File: config.mk
export PLATFORM = sky130hd
export DESIGN_NAME = alu_core
export DESIGN_NICKNAME = d
export VERILOG_FILES = /design/src/rtl/alu_core.sv
export SDC_FILE = /design/constraint.sdc
export NUM_CORES = 1
export LEC_CHECK = 0
export ABC_CLOCK_PERIOD_IN_PS = 4500
export BUFFER_PORTS_ARGS = -buffer_cell sky130_fd_sc_hd__buf_2
export CAP_MARGIN = 15
export CORE_MARGIN = 2
export CORE_UTILIZATION = 35
export CTS_CLUSTER_DIAMETER = 150
export DETAILED_ROUTE_END_ITERATION = 8
export GPL_ROUTABILITY_DRIVEN = 1
export HOLD_SLACK_MARGIN = 0.03
export SLEW_MARGIN = 30
export SYNTH_ARGS = -nofsm -noshare
export SYNTH_HDL_FRONTEND = slang
export SYNTH_SLANG_ARGS = --single-unit
File: constraint.sdc
create_clock -name clk -period 4.5 [get_ports clk]
set_input_delay 0.675 -clock clk [delete_from_list [all_inputs] [get_ports clk]]
set_output_delay 0.675 -clock clk [all_outputs]
set_load 0.03 [all_outputs]
File: src/rtl/alu_core.sv
// Registered 32-bit integer ALU with zero and signed-overflow flags; 1-cycle latency.
// No backpressure: a new operation is accepted on every rising edge.
module alu_core (
   input  logic        clk,
   input  logic        reset,
   input  logic [31:0] A,
   input  logic [31:0] B,
   input  logic [2:0]  ALUControl,
   output logic [31:0] R,
   output logic        zero,
   output logic        ovf
);

   typedef enum logic [2:0] {
      OP_AND  = 3'b000,
      OP_OR   = 3'b001,
      OP_ADD  = 3'b010,
      OP_XOR  = 3'b011,
      OP_NOR  = 3'b100,
      OP_SLTU = 3'b101,
      OP_SUB  = 3'b110,
      OP_SLT  = 3'b111
   } alu_op_t;

   logic [31:0] sum;
   logic [31:0] diff;
   logic [31:0] next_r;
   logic        next_ovf;

   assign sum  = A + B;
   assign diff = A - B;

   // SLT uses a true signed compare so it stays correct when A-B overflows.
   always_comb begin
      next_r   = 32'h0;
      next_ovf = 1'b0;
      case (alu_op_t'(ALUControl))
         OP_AND:  next_r = A & B;
         OP_OR:   next_r = A | B;
         OP_ADD: begin
            next_r   = sum;
            next_ovf = (A[31] == B[31]) && (sum[31] != A[31]);
         end
         OP_XOR:  next_r = A ^ B;
         OP_NOR:  next_r = ~(A | B);
         OP_SLTU: next_r = {31'b0, (A < B)};
         OP_SUB: begin
            next_r   = diff;
            next_ovf = (A[31] != B[31]) && (diff[31] != A[31]);
         end
         OP_SLT:  next_r = {31'b0, ($signed(A) < $signed(B))};
         default: next_r = 32'h0;
      endcase
   end

   always_ff @(posedge clk) begin
      if (reset) begin
         R    <= 32'h0;
         zero <= 1'b1;
         ovf  <= 1'b0;
      end else begin
         R    <= next_r;
         zero <= (next_r == 32'h0);
         ovf  <= next_ovf;
      end
   end

endmodule

==> results, run 1 <==
- The number of violations of the max-capacitance limit is 0.
- Wires add up to between 20000 and 30000 µm.
- The critical path startpoint is A[0].
- Buffers inserted during clock tree synthesis total 5.
- The smallest setup slack after layout is roughly 0.34 ns.
- For this block, the initial DRC count from the detailed router was between 800 and 900.
- At the end of routability-driven placement, the weighted congestion stood at about 1.
- The post-route netlist has between 10% and 20% of its cells at a drive strength greater than 1.
- Row generation in the floorplan step produced 52 rows.
- The number of enable flip-flop cells after synthesis is 0.
- Setup repair after global routing left no endpoint under its margin.
- The mean routed wirelength per cell is 20.4 µm.
- The count of inserted antenna diode cells is 0.
- The die area is between 0.02 and 0.025 mm².
- The largest net degree at the start of global routing is 25.
- The critical path is of the in -> reg type.
- Before antenna repair, the detailed router went through 5 iterations.
- Summed over all failing endpoints, the final setup total negative slack is 0 ns.
- After routing the design area is just over 0.008 mm².
- Clock tree synthesis selected as its root buffer the cell sky130_fd_sc_hd__clkbuf_16.
- Gates resized during post-CTS repair numbered 0.
- The final critical delay including setup and external delays is ~4.2 ns.
- The number of top-level pins is roughly 100.
- The total number of vias is between 8000 and 9000.
- The post-CTS clock slew at the launch and capture registers of the worst setup and hold paths is ~0.060 ns.
- The largest area contributor in the netlist is sky130_fd_sc_hd__ha_1.
- The maximum level of the CTS H-tree is 2.
- The element type at the critical path start is an input pin.
- In this run the tool buffered the top-level ports with between 100 and 150 buffer cells.
- For this run, the leading register cell type out of synthesis is sky130_fd_sc_hd__dfxtp_1.
- The startpoint identified for the worst hold timing path is A[31].
- The run finished with clean final reports.
- The count of clock tree sinks is 34.
- The share of synthesized area in the top cell type comes to roughly 17%.
- The remaining max-slew budget at the tightest pin is 30.9%.
- STA puts the critical path data required time at roughly 4.7 ns.
- Summing all multi-input logic gate instances after layout gives 0.00564 mm².
- Once detail routing completed, the nets flagged for antenna violations numbered 0.
- The number of global-route vias before repair was slightly below 8000.
- The setup fix buffers added after clock tree synthesis is 0.
- After layout, the worst path uses just over 90% of the clock period.
- The peak supply drop is 0.141 mV.
- The post-synthesis instance total is a little over 1000.
- The portion of the post-synthesis area used by sequential elements is 9.50%.
- The distinct cell type count after synthesis is 92.
- The initial antenna violation count is 0.
- The overall die width is 147 µm.
- The synthesized net count is roughly 1200.
- STA classifies the critical path endpoint as a flip-flop.
- The synthesis-to-finish area growth is 15.5%.
- After synthesis the cells add up to 0.00716 mm².
- Setup violations remaining at the end of the flow were counted as 0.
- Dividing total power by cell area gives a power density of approximately 230 mW/mm².
- Data arrives at the worst endpoint at between 4 and 5 ns.
- Global routing used about 26% of the available tracks.
- After floorplanning, the core was sized to cover approximately 0.020 mm².
- Sorting the synthesized cells by area gives the leading types as sky130_fd_sc_hd__ha_1 (17%), sky130_fd_sc_hd__dfxtp_1 (9.5%), sky130_fd_sc_hd__nor2_1 (6.0%), sky130_fd_sc_hd__a21oi_1 (5.7%), sky130_fd_sc_hd__inv_1 (5.2%).
- For this run, the top clock speed supported by timing is 0.240 GHz.
- In the synthesized netlist the async set-or-reset flop fraction comes to 0%.
- The cell with the most instances after synthesis is sky130_fd_sc_hd__nor2_1.
- After synthesis, the most frequently instantiated cells are sky130_fd_sc_hd__nor2_1 (114), sky130_fd_sc_hd__inv_1 (100), sky130_fd_sc_hd__ha_1 (97), sky130_fd_sc_hd__a21oi_1 (81), sky130_fd_sc_hd__nand2_1 (74).
- For this run, design rule violations remaining after detail routing come to 0.
- The number of failing hold endpoints at the final stage is 0.
- The total global routing overflow is 0.
- The instance area after placement is 0.00808 mm².
- At the pin with the least slew margin, the transition time is between 1 and 1.5 ns.
- The number of nets in the finished design is between 1000 and 1500.
- The number of storage elements in the synthesis netlist is 34.
- The storage element area is approximately 700 µm².
- The floorplan step set the die height to between 100 and 150 µm.
- The worst setup slack after placement is between 0.1 and 0.15 ns.
- Measured on the finished design, the core utilization comes to 41.0%.
- Across all hold checks on the routed design, the worst slack comes to slightly below 0.8 ns.
- The filler cells instantiated in the layout total about 2100.
- Yosys printed 0 warnings.
- The analysis attributes to cell leakage a power of a little under 4 nW.
- Dividing the detail-routed via count by the number of cells gives about 6.
- The clock passes through at most 2 buffers.
- The post-cts hold buffer count is 0.
- The critical-path maximum fanout is 4.
- The class of the tightest hold or removal check is in -> reg.
- The final count of pins violating max slew came to 0.
- The detailed placer's ending HPWL is ~23000 µm.
- The first global-routing pass estimated about 44000 µm of wire.
- The TritonCTS clock tree is yes.
- The initial standard-cell utilization of the core is a little over a third.
- The per-instance average area after synthesis is approximately 7 µm².
==> layout by cell type, fill, tap and decap left out, types with 5 or more instances in the layout <==
master	synthesis	routed
sky130_fd_sc_hd__nor2_1	114	114
sky130_fd_sc_hd__buf_2	5	102
sky130_fd_sc_hd__inv_1	100	100
sky130_fd_sc_hd__ha_1	97	97
sky130_fd_sc_hd__a21oi_1	81	81
sky130_fd_sc_hd__nand2_1	74	74
sky130_fd_sc_hd__buf_4	3	71
sky130_fd_sc_hd__o21ai_0	51	51
sky130_fd_sc_hd__dfxtp_1	34	34
sky130_fd_sc_hd__nor3_1	27	27
sky130_fd_sc_hd__xnor2_1	22	22
sky130_fd_sc_hd__nand3_1	20	20
sky130_fd_sc_hd__a211oi_1	18	18
sky130_fd_sc_hd__nand4_1	17	17
sky130_fd_sc_hd__o22ai_1	16	16
sky130_fd_sc_hd__nor2b_1	15	15
sky130_fd_sc_hd__a31oi_1	15	15
sky130_fd_sc_hd__o211ai_1	14	14
sky130_fd_sc_hd__o31ai_1	13	13
sky130_fd_sc_hd__or3_1	12	12
sky130_fd_sc_hd__nor4_1	12	12
sky130_fd_sc_hd__and3_1	12	12
sky130_fd_sc_hd__o21a_1	11	11
sky130_fd_sc_hd__a21o_1	11	11
sky130_fd_sc_hd__o21bai_1	11	11
sky130_fd_sc_hd__mux2i_1	11	11
sky130_fd_sc_hd__and2_1	10	10
sky130_fd_sc_hd__a221oi_1	8	8
sky130_fd_sc_hd__nand2b_1	7	7
sky130_fd_sc_hd__a311oi_1	7	7
sky130_fd_sc_hd__o221ai_1	6	6
sky130_fd_sc_hd__a2111oi_0	5	5
sky130_fd_sc_hd__o41ai_1	5	5
sky130_fd_sc_hd__a311o_1	5	5
sky130_fd_sc_hd__clkbuf_16	0	5
==> metal layers <==
layer | track usage, % | share of wire (%) | vias to the layer above | wire (µm)
li1 | - | - | 3925 | -
met1 | 37.1 | 45 | 3875 | 12700
met2 | 39.3 | 42 | 503 | 12100
met3 | 3.17 | 10 | 75 | 2850
met4 | 7.60 | 3.3 | 0 | 939
met5 | 0 | 0 | - | 0
==> final timing paths <==
check / to / slack (ns) / cells after the start
setup / recovery: zero / 0.34 / 15
hold / removal: ovf / 0.79 / 4
==> cell families (layout without fill, tap and decap cells) <==
kind of cell               Yosys count  count (layout)  share of synthesized area (%)
muxes                               12              12                           1.69
xor gates and xnor gates            23              23                           2.81
DFF                                 34              34                           9.50
and+or+nand+nor                    344             344                           23.5
adders and majority gates           99              99                           17.5
buffers and inverters              162             282                           11.7
AOI/OAI and AO/OA                  337             337                           33.2
==> final cells by class <==
type | instances | area share (%)
Clock inverter | 3 | 0.832
Multi-Input combinational cell | 815 | 68.2
Sequential cell | 34 | 8.22
Tap cell | 270 | 4.08
Inverter | 101 | 4.58
Clock buffer | 5 | 1.51
Timing Repair Buffer | 173 | 12.6
==> sequential cells by signal, summed over array words and instances (netlist names) <==
signal / count
zero: 1
R: 32
ovf: 1
==> metrics by stage <==
| stage | total power [mW] | std cells |
|---|---|---|
| floorplan | 1.06 | 1011 |
| global placement | 1.38 | 1393 |
| detailed placement | 1.38 | 1393 |
| CTS | 1.84 | 1401 |
| global route | 1.96 | 1401 |
| finish | 1.86 | 1401 |
==> critical path, cell delays in order <==
cell and delay (ns):
sky130_fd_sc_hd__buf_2 0.10, sky130_fd_sc_hd__inv_1 0.05, sky130_fd_sc_hd__ha_1 0.23, sky130_fd_sc_hd__fa_1 0.43
sky130_fd_sc_hd__o21bai_1 0.23, sky130_fd_sc_hd__nand3_1 0.21, sky130_fd_sc_hd__a21oi_1 0.24, sky130_fd_sc_hd__a2111oi_2 0.09
sky130_fd_sc_hd__o41ai_1 0.52, sky130_fd_sc_hd__xnor2_1 0.17, sky130_fd_sc_hd__o211ai_1 0.15, sky130_fd_sc_hd__a2111o_1 0.43
sky130_fd_sc_hd__nor4b_1 0.31, sky130_fd_sc_hd__nand4b_1 0.16, sky130_fd_sc_hd__o41ai_2 0.35
==> where the power goes <==
part,internal [mW],switching (mW)
Sequential,0.330,0.00931
Clock,0.318,0.137
Combinational,0.392,0.676
Total,1.04,0.823
No activity file was read; power rests on OpenSTA's default activity.
==> run 2, diff against run 1 <==
--- a/config.mk
+++ b/config.mk
@@ -8,12 +8,15 @@
 export ABC_CLOCK_PERIOD_IN_PS = 4500
 export BUFFER_PORTS_ARGS = -buffer_cell sky130_fd_sc_hd__buf_2
 export CAP_MARGIN = 15
+export CELL_PAD_IN_SITES_DETAIL_PLACEMENT = 1
+export CELL_PAD_IN_SITES_GLOBAL_PLACEMENT = 1
 export CORE_MARGIN = 2
 export CORE_UTILIZATION = 35
 export CTS_CLUSTER_DIAMETER = 150
 export DETAILED_ROUTE_END_ITERATION = 8
 export GPL_ROUTABILITY_DRIVEN = 1
 export HOLD_SLACK_MARGIN = 0.03
+export PLACE_DENSITY = 0.68
 export SLEW_MARGIN = 30
 export SYNTH_ARGS = -nofsm -noshare
 export SYNTH_HDL_FRONTEND = slang
==> run 2 against run 1 <==
Worst hold slack better by 0.018 ns. Critical path type unchanged. Total power fell by 2.5%. Combinational power barely moved.
==> results, run 2 (synthesis results as in run 1) <==
- For this run, design rule violations remaining after detail routing come to 0.
- In this run the core area contains 52 standard-cell rows.
- Ranked by flip-flop count, first place goes to R.
- The die area is 0.0216 mm².
- For this block, the initial DRC count from the detailed router was 801.
- Leaving out fill and tap cells, the most frequent cells in the layout are sky130_fd_sc_hd__nor2_1 (114), sky130_fd_sc_hd__buf_2 (102), sky130_fd_sc_hd__inv_1 (100).
- The number of cells in the finished layout apart from fillers is approximately 1400.
- Summing all placed instances gives a cell area of approximately 0.008 mm².
- The most common cell after layout, fill and taps aside is sky130_fd_sc_hd__nor2_1.
- From left edge to right edge, the die measures 147 µm.
- The die is roughly 150 µm tall.
- The final count of pins violating max slew is 0.
- The finished cells cover roughly 0.0081 mm².
- The origin of the worst min-delay path is A[31].
- The tool flagged a number of max-cap violations equal to 0.
- For this design, the sink count on the clock tree is 34.
- The first detailed-routing pass ran for 5 iterations.
- After routing, the total negative slack on setup checks comes to 0 ns.
- On the worst path, the slowest cell contributes a delay of 0.59 ns.
- The count of buffers added on input and output ports is slightly above 100.
- The final design utilization is 40.4%.
- In the final routed layout, each cell accounts on average for ~22 µm.
- around 100 I/O pins were placed.
- The vias per cell is between 6 and 7.
- For this run the aggregate overflow at the end of global routing stands at 0.
- The congestion estimate from routability-driven global placement came to between 0.9 and 1.
- The nature of the critical path endpoint is a flip-flop.
- The synthesis-to-finish area growth is 13.8%.
- met2 is the most crowded layer.
- The share of cells above drive strength 1 is 18.2%.
- In this run, post-CTS hold repair placed 0 buffers.
- The critical-path maximum fanout is 5.
- The TritonCTS clock tree is yes.
- The total number of vias is between 8000 and 9000.
- The layout has 2636 filler cells.
- Entering global routing, the biggest net connects 34 pins.
- After layout, the minimum clock period comes to 4.22 ns.
- In this run, CTS created clock tree buffers numbering 5.
- The routed design has between 30000 and 40000 µm of wire.
- The detailed placer's ending HPWL is ~24000 µm.
- The flow ran to the end, and the final reports show no timing, DRC or antenna violations.
- Dividing the final minimum period by the clock period gives between 90% and 100%.
- The number of placed instances, taps included is 1380.
- Once detail routing completed, the nets flagged for antenna violations numbered 0.
- In this run the static leakage power is ~3.8 nW.
- IR analysis of the VDD net gives a maximum drop of about 0.14 mV.
- The wire length of the first global-routing pass is about 47000 µm.
- The cell with the largest stage delay on the worst path is sky130_fd_sc_hd__o41ai_1.
- After clock tree synthesis, the clock-pin slew on the worst setup and hold paths is around 0.060 ns.
- The number of global-route vias before repair is about 8300.
- The largest registers in the layout are R (32), ovf (1), zero (1).
- In the global route stage, met2 resource usage came out at a little over two fifths.
- The actual slew at the worst max-slew pin is roughly 1 ns.
- The critical path required time is approximately 4.7 ns.
- The element type at the critical path start is an input pin.
- The number of antenna diodes in the final layout is 0.
- The critical path startpoint is A[6].
- The overall power of the completed layout is between 1.5 and 2 mW.
- The number of flip-flops in the largest register is 32.
- For met1 alone, demand over resource in global routing was roughly two fifths.
- The critical path in this run is classified as in -> reg.
- In this run the deepest clock path goes through 2 buffers.
- The tree is rooted in a sky130_fd_sc_hd__clkbuf_16.
- The capture point of the worst path is zero.
- Setup violations remaining at the end of the flow were counted as 0.
- Data on the critical path arrives at its endpoint at around 4.4 ns.
- In this run the post-CTS setup repair buffer count came out at 0.
- Dividing total power by cell area gives a power density of 223 mW/mm².
- In the final design database the tool counted about 1300 nets.
- The global router's overall resource usage is around 28%.
- Setup repair after global routing left no endpoint under its margin.
- Headroom to the max-slew limit came out at between 30 and 40%.
- The number of failing hold endpoints at the final stage came to 0.
- Global routing used approximately 4.8% of the available met3 tracks.
- The class of the tightest hold or removal check is in -> reg.
- The maximum level of the CTS H-tree is 2.
- The initial antenna violation count came to 0.
- Once the floorplan was initialized, standard cells occupied 35.5% of the core.
- The signal on the critical path passes through buf_2, inv_1, ha_1, or3_4, or4_1, a21oi_1, a2111oi_2, o41ai_1, xnor2_1, o211ai_1, a2111o_1, nor4b_1, nand4b_1, o41ai_2.
- The floorplan step defined a core boundary enclosing about 0.020 mm².
- The count of cells resized by post-cts repair is 0.
- For this run, the top clock speed supported by timing is approximately 0.24 GHz.
run 2: cell type report:
class	instances	area [µm²]	share of cell area (%)
clock buffers	5	125	1.54
repair buffers	160	946	11.6
flip-flops and latches	34	681	8.35
clock inverters	3	40.0	0.491
multi-input cells	815	5640	69.2
inverters	101	379	4.65
well taps	270	338	4.15
run 2: worst min-delay path by stage:
| stage | end | depth (start not counted) |
|---|---|---|
| final | ovf | 4 |
| after global routing | ovf | 4 |
| after CTS | ovf | 4 |
| after detailed placement | ovf | 4 |
| after global placement | ovf | 4 |
| after floorplan | ovf | 1 |
run 2: power breakdown:
group	internal, mW	switching [mW]
Sequential	0.329	0.00733
Clock	0.260	0.147
Combinational	0.381	0.693
Total	0.970	0.847
run 2: metrics by stage:
stage                     hold WS [ns]  worst slack [ns]
after floorplan                  0.753             0.462
after global placement            1.08             0.176
after detailed placement          1.11           -0.0154
after CTS                        0.810             0.263
after global routing             0.833            0.0518
final                            0.810             0.282
run 2: worst max-delay path, delay by kind of cell:
family | cells | cell delay, ns
xor gates and xnor gates | 1 | 0.19
and+or+nand+nor | 4 | 1.33
buffers and inverters | 2 | 0.17
AOI/OAI and AO/OA | 6 | 1.73
adders and majority gates | 1 | 0.30
run 2: metal layers:
metal	vias to the layer above	share of wire (%)
met2	443	44
met3	70	9.3
met1	4005	44
li1	3885	-
met5	-	0
met4	0	3.1
